--- src/rtl/mem_pkg.sv ---
// mem_pkg: shared constants, state type and size decode
// for the memory arbiter and its grant picker.
package mem_pkg;

  localparam logic [31:0] BASE_ADDR = 32'h8002_0000;

  localparam logic [1:0] SZ_1  = 2'b00;
  localparam logic [1:0] SZ_4  = 2'b01;
  localparam logic [1:0] SZ_8  = 2'b10;
  localparam logic [1:0] SZ_16 = 2'b11;

  localparam logic OWNER_IF = 1'b0;
  localparam logic OWNER_DM = 1'b1;

  typedef enum logic [1:0] {
    IDLE  = 2'd0,
    BURST = 2'd1,
    DRAIN = 2'd2
  } state_t;

  function automatic logic [4:0] size_to_beats(
    input logic [1:0] size
  );
    logic [4:0] beats;
    unique case (size)
      SZ_1:  beats = 5'd1;
      SZ_4:  beats = 5'd4;
      SZ_8:  beats = 5'd8;
      SZ_16: beats = 5'd16;
    endcase
    return beats;
  endfunction

endpackage

--- src/rtl/mem_arb_pick.sv ---
// mem_arb_pick: combinational winner select for the arbiter.
// MEM_ARB_RR_EN selects round-robin; otherwise data always wins.
module mem_arb_pick (
  input  logic clock,
  input  logic reset,
  input  logic en,
  input  logic if_req,
  input  logic dm_req,
  output logic if_gnt,
  output logic dm_gnt
);

`ifdef MEM_ARB_RR_EN
  import mem_pkg::*;

  logic last_q;
  logic dm_first;

  // data leads whenever fetch won most recently
  assign dm_first = (last_q == OWNER_IF);

  always_comb begin
    if_gnt = 1'b0;
    dm_gnt = 1'b0;
    if (en) begin
      if (dm_req && (dm_first || !if_req)) begin
        dm_gnt = 1'b1;
      end else if (if_req) begin
        if_gnt = 1'b1;
      end
    end
  end

  always_ff @(posedge clock) begin
    if (reset) begin
      last_q <= OWNER_IF;
    end else if (dm_gnt) begin
      last_q <= OWNER_DM;
    end else if (if_gnt) begin
      last_q <= OWNER_IF;
    end
  end
`else
  logic unused_clk;

  assign unused_clk = clock ^ reset;
  assign dm_gnt = en && dm_req;
  assign if_gnt = en && if_req && !dm_req;
`endif

endmodule

--- src/rtl/mem_arbiter.sv ---
// mem_arbiter: splits fetch/data bursts into single-word accesses.
// Build with MEM_ARB_RR_EN for round-robin arbitration.
module mem_arbiter #(
  parameter logic [31:0] BASE_ADDR = mem_pkg::BASE_ADDR,
  parameter int unsigned MEM_DEPTH = 1048576
) (
  input  logic        clock,
  input  logic        reset,
  input  logic        if_req,
  input  logic [31:0] if_addr,
  input  logic [1:0]  if_size,
  output logic        if_gnt,
  output logic        if_rvalid,
  output logic [31:0] if_rdata,
  output logic        if_done,
  input  logic        dm_req,
  input  logic        dm_rw,
  input  logic [31:0] dm_addr,
  input  logic [1:0]  dm_size,
  input  logic [31:0] dm_wdata,
  output logic        dm_gnt,
  output logic        dm_wack,
  output logic        dm_rvalid,
  output logic [31:0] dm_rdata,
  output logic        dm_done,
  output logic [31:0] mem_address,
  output logic [31:0] mem_data_in,
  output logic [1:0]  mem_access_size,
  output logic        mem_rw,
  output logic        mem_enable,
  output logic        mem_do_wm_bypass,
  input  logic [31:0] mem_data_out
);

  import mem_pkg::*;

  state_t      state, state_n;
  logic        owner_q, owner_n;
  logic        rw_q, rw_n;
  logic [31:0] addr_q, addr_n;
  logic [3:0]  beat_q, beat_n;
  logic [3:0]  last_q, last_n;
  logic        rvalid_q;
  logic        pick_en;
  logic [31:0] sel_addr;
  logic [1:0]  sel_size;
  logic        unused_range;

  assign pick_en = (state == IDLE) && !reset;

  mem_arb_pick u_pick (
    .clock  (clock),
    .reset  (reset),
    .en     (pick_en),
    .if_req (if_req),
    .dm_req (dm_req),
    .if_gnt (if_gnt),
    .dm_gnt (dm_gnt)
  );

  assign sel_addr = dm_gnt ? dm_addr : if_addr;
  assign sel_size = dm_gnt ? dm_size : if_size;

  // out-of-range flag kept for a future error output
  assign unused_range = (addr_q < BASE_ADDR) ||
                        ((addr_q - BASE_ADDR) >= MEM_DEPTH);

  assign mem_access_size  = 2'b00;
  assign mem_do_wm_bypass = 1'b0;

  assign if_rvalid = rvalid_q && (owner_q == OWNER_IF);
  assign dm_rvalid = rvalid_q && (owner_q == OWNER_DM);
  assign if_rdata  = mem_data_out;
  assign dm_rdata  = mem_data_out;

  always_ff @(posedge clock) begin
    if (reset) begin
      state    <= IDLE;
      owner_q  <= OWNER_IF;
      rw_q     <= 1'b1;
      addr_q   <= '0;
      beat_q   <= '0;
      last_q   <= '0;
      rvalid_q <= 1'b0;
    end else begin
      state    <= state_n;
      owner_q  <= owner_n;
      rw_q     <= rw_n;
      addr_q   <= addr_n;
      beat_q   <= beat_n;
      last_q   <= last_n;
      rvalid_q <= (state == BURST) && rw_q;
    end
  end

  always_comb begin
    state_n     = state;
    owner_n     = owner_q;
    rw_n        = rw_q;
    addr_n      = addr_q;
    beat_n      = beat_q;
    last_n      = last_q;
    mem_enable  = 1'b0;
    mem_rw      = 1'b1;
    mem_address = '0;
    mem_data_in = '0;
    dm_wack     = 1'b0;
    dm_done     = 1'b0;
    if_done     = 1'b0;
    unique case (state)
      IDLE: begin
        if (if_gnt || dm_gnt) begin
          owner_n = dm_gnt ? OWNER_DM : OWNER_IF;
          rw_n    = dm_gnt ? dm_rw : 1'b1;
          addr_n  = {sel_addr[31:2], 2'b00};
          beat_n  = '0;
          last_n  = 4'(size_to_beats(sel_size) - 5'd1);
          state_n = BURST;
        end
      end
      BURST: begin
        mem_enable  = 1'b1;
        mem_rw      = rw_q;
        mem_address = addr_q;
        addr_n      = addr_q + 32'd4;
        beat_n      = beat_q + 4'd1;
        // only the data side ever writes
        if (!rw_q) begin
          mem_data_in = dm_wdata;
          dm_wack     = 1'b1;
        end
        if (beat_q == last_q) begin
          beat_n = '0;
          if (rw_q) begin
            state_n = DRAIN;
          end else begin
            dm_done = 1'b1;
            state_n = IDLE;
          end
        end
      end
      DRAIN: begin
        if_done = (owner_q == OWNER_IF);
        dm_done = (owner_q == OWNER_DM);
        state_n = IDLE;
      end
      default: state_n = IDLE;
    endcase
  end

endmodule

--- config.mk ---
export PLATFORM = sky130hd
export DESIGN_NAME = mem_arbiter
export DESIGN_NICKNAME = d
export VERILOG_FILES = /design/src/rtl/mem_pkg.sv /design/src/rtl/mem_arb_pick.sv /design/src/rtl/mem_arbiter.sv
export SDC_FILE = /design/constraint.sdc
export NUM_CORES = 1
export LEC_CHECK = 0
export CAP_MARGIN = 20
export CORE_MARGIN = 8
export CORE_UTILIZATION = 32
export DETAILED_ROUTE_END_ITERATION = 7
export PLACE_DENSITY = 0.78
export SLEW_MARGIN = 20
export SYNTH_ARGS = -nofsm -noshare
export SYNTH_HDL_FRONTEND = slang
export SYNTH_SLANG_ARGS = --single-unit
--- constraint.sdc ---
create_clock -name clock -period 2.1 [get_ports clock]
set_input_delay 0.42 -clock clock [delete_from_list [all_inputs] [get_ports clock]]
set_output_delay 0.42 -clock clock [all_outputs]
set_load 0.1 [all_outputs]
==> run_results.csv <==
group,metric,value,unit
clocking,root_buffer,"clkbuf_16",
clocking,cts.htree.levels,2,
logic_synthesis,netlist_instances,534,
sta,finClkSkew,7.50,ps
logic_synthesis,synth_area_leader_cell,"dfxtp_1",
routing,wl,16.6,mm
clocking,cts_tree,"built",
logic_synthesis,seq_area_frac_synth,21.8,%
clocking,clock-sinks,42,
routing,top_layer_used,"met4",
floorplanning,die_height,126,um
routing,drt-pass1-iter-count,5,
floorplanning,core-area,11900,um^2
critical_path,cp.buffers_inverters,5,
flow_run,max-cap-violations,0,
sta,tightest_slew,561,ps
critical_path,arrival,1690,ps
logic_synthesis,synth_edf_count,0,
pwr,p_per_area,964,nW/um^2
routing,antenna_left,0,
critical_path,crit_family,"buffers and inverters",
clocking,numCtsBuffers,5,
routing,drc_errors,0,
floorplanning,die_area,15800,um^2
run_status,violations,"negative setup slack",
sta,whs,538,ps
critical_path,crit_slowest_cell,"dfxtp_2",
logic_synthesis,synth_ff_type,"dfxtp_1",
sta,hold_viol,0,
grt,grt_max_degree,29,
critical_path,path_cells,"inv_4 > ha_4 > inv_6 > nor2_4 > buf_6 > clkinvlp_4 > o21ai_1 > and2_4 > buf_12",
grt,grt_pass1_vias,4582,
routing,met3_length,1.19,mm
clocking,clockBufferDepth,2,
routing,vias,4474,
worst_hold_path,hold_start,"last_q[1]",
sta,final.setup.worst_slack,-8.41,ps
logic_synthesis,ys_ff_latch,42,
pwr,max-vdd-ir-drop,0.000451,V
sta,timing.fmax,474,MHz
layout,num-fill-cells,1020,
critical_path,path_class,"reg -> out",
placement,portBuffers,171,
critical_path,slowest_delay,340,ps
sta,period_minus_slack,2110,ps
critical_path,r2r_setup_slack,90,ps
grt,track_usage,19.8,%
logic_synthesis,synth_top_area_share,21.8,%
grt,grt_overflow_total,0,
floorplanning,num_rows,40,
run_status,run_status,"complete, but fails checks",
floorplanning,initial_core_util,32.5,%
floorplanning,ios,277,
worst_hold_path,hold_path_class,"reg -> reg",
critical_path,required,1680,ps
logic_synthesis,yosysWarningCount,0,
sta,fin_crit_sh,100,%
logic_synthesis,syn_area,3850,um^2
critical_path,cp-startpoint,"state[1]",
placement,dpl.cell_count,818,
routing,vias_per_cell,5.28,
routing,drt_iter0_drc,372,
grt,antenna_found_initial,0,
layout,n_antenna_cell,0,
critical_path,setup.worst_path.end_class,"primary output",
critical_path,start_kind,"register",
grt,grt_pass1_wl,25.6,mm
layout,stdcell_area,6950,um^2
placement,place_area,6480,um^2
routing,routedWlPerCell,19.6,um
critical_path,timing.rr.start,"addr_q[9]",
logic_synthesis,async_flop_share,0,%
pwr,p_leak,2.80,nW
sta,setup_viol,6,
sta,maxSlewHeadroom,62.2,%
clocking,clk_latency,280,ps
placement,dp_hpwl,12.9,mm
layout,final_nets,843,
logic_synthesis,syn_area_per_cell,7.21,um^2
routing,wl_met1,6.58,mm
floorplanning,die_w,126,um
layout,final_cell_count_no_fill,848,
placement,place.gp.congestion,0.894,
placement,pre_cts_ws,-294,ps
layout,area_delta_synth_final,80.3,%
logic_synthesis,synth_area_leaders,"dfxtp_1, buf_4, and2_1",
critical_path,crit_fanout,3,
layout,drive_gt1_share,36.7,%
routing,dr_wl_met2,8.65,mm
sta,slew_violations,0,
clocking,path_clk_slew,70,ps
sta,fin_setup_tns,-41.4,ps
sta,rsz0062_at_grt,"true",
logic_synthesis,synth_cell_types,64,
==> what timing repair did <==
action                     CTS  global route
pin swaps                    4            12
hold buffers                 0             0
setup endpoints to repair   36            42
gates resized for setup     15            23
setup buffers               10            11
cloned                       2             0
==> layout by cell type, fill, tap and decap left out, types with 12 or more instances in the layout <==
master | netlist | layout
clkdlybuf4s50_1 | 0 | 99
mux2i_1 | 19 | 18
buf_4 | 69 | 71
buf_12 | 0 | 76
dfxtp_1 | 42 | 39
a21oi_1 | 41 | 41
nand2_1 | 72 | 70
nor2_1 | 28 | 24
o21ai_0 | 22 | 21
and2_4 | 0 | 51
nand3_1 | 12 | 12
==> worst register-to-register path, cell delays in order, from the launching register on <==
cell and delay (ps):
dfxtp_1 400, nand3_1 130, or4_4 570, nor4_4 310, mux2_2 360, o22ai_1 160
==> layer usage <==
metal	GRT usage [%]	vias to the layer above
li1	-	2129
met1	23.6	2079
met2	36.2	237
met3	3.71	29
met4	3.87	0
met5	0	-
==> layout make-up <==
class	instances	area [um^2]	share of cell area [%]
clock buffers	6	139	2.00
clock inverters	2	12.5	0.180
inverters	10	50.0	0.720
multi-input cells	390	2600	37.4
flip-flops and latches	42	845	12.2
well taps	147	184	2.65
repair buffers	251	3120	44.9
==> synthesized netlist by cell type, drive strengths merged (5+ instances only) <==
| cell | count |
|---|---|
| buf | 76 |
| nand2 | 73 |
| and2 | 63 |
| dfxtp | 42 |
| a21oi | 41 |
| nor2 | 28 |
| o21ai | 23 |
| clkbuf | 20 |
| mux2i | 19 |
| nand3 | 13 |
| nor3 | 11 |
| o22ai | 11 |
| inv | 9 |
| nand4 | 9 |
| nor4 | 8 |
| and3 | 7 |
| a22oi | 6 |
| ha | 6 |
| mux2 | 6 |
| a31oi | 5 |
==> worst paths after layout <==
path	end	cells past startpoint
setup / recovery	dm_done	9
hold / removal	last_q[1]	2
setup reg to reg	addr_q[19]	5
hold reg to reg	last_q[1]	2
==> logic make-up after synthesis <==
| kind of cell | synth area share, % |
|---|---|
| and+or+nand+nor | 31.7 |
| AOI/OAI and AO/OA | 19.1 |
| buffers and inverters | 17.2 |
| DFF | 21.8 |
| muxes | 6.69 |
| adders and majority gates | 1.95 |
| xor gates and xnor gates | 1.36 |
| other | 0.0973 |
==> registers in the layout, indices dropped and copies added (netlist names) <==
register  count
addr_q       30
beat_q        4
last_q        3
owner_q       1
rvalid_q      1
rw_q          1
state         2
==> metrics by stage <==
stage	power (W)	utilization, %
after floorplan	0.00454	-
after global placement	0.00551	54.7
after detailed placement	0.00562	54.7
after CTS	0.00656	57.6
after global routing	0.00703	58.6
final	0.00670	58.6
==> power breakdown <==
| part | internal (W) | switching [W] | total [W] |
|---|---|---|---|
| combinational | 0.00189 | 0.00268 | 0.00458 |
| sequential | 0.00104 | 0.000274 | 0.00132 |
| clock | 0.000472 | 0.000332 | 0.000804 |
| total | 0.00341 | 0.00329 | 0.00670 |
Power figures use the tool's default switching activity.
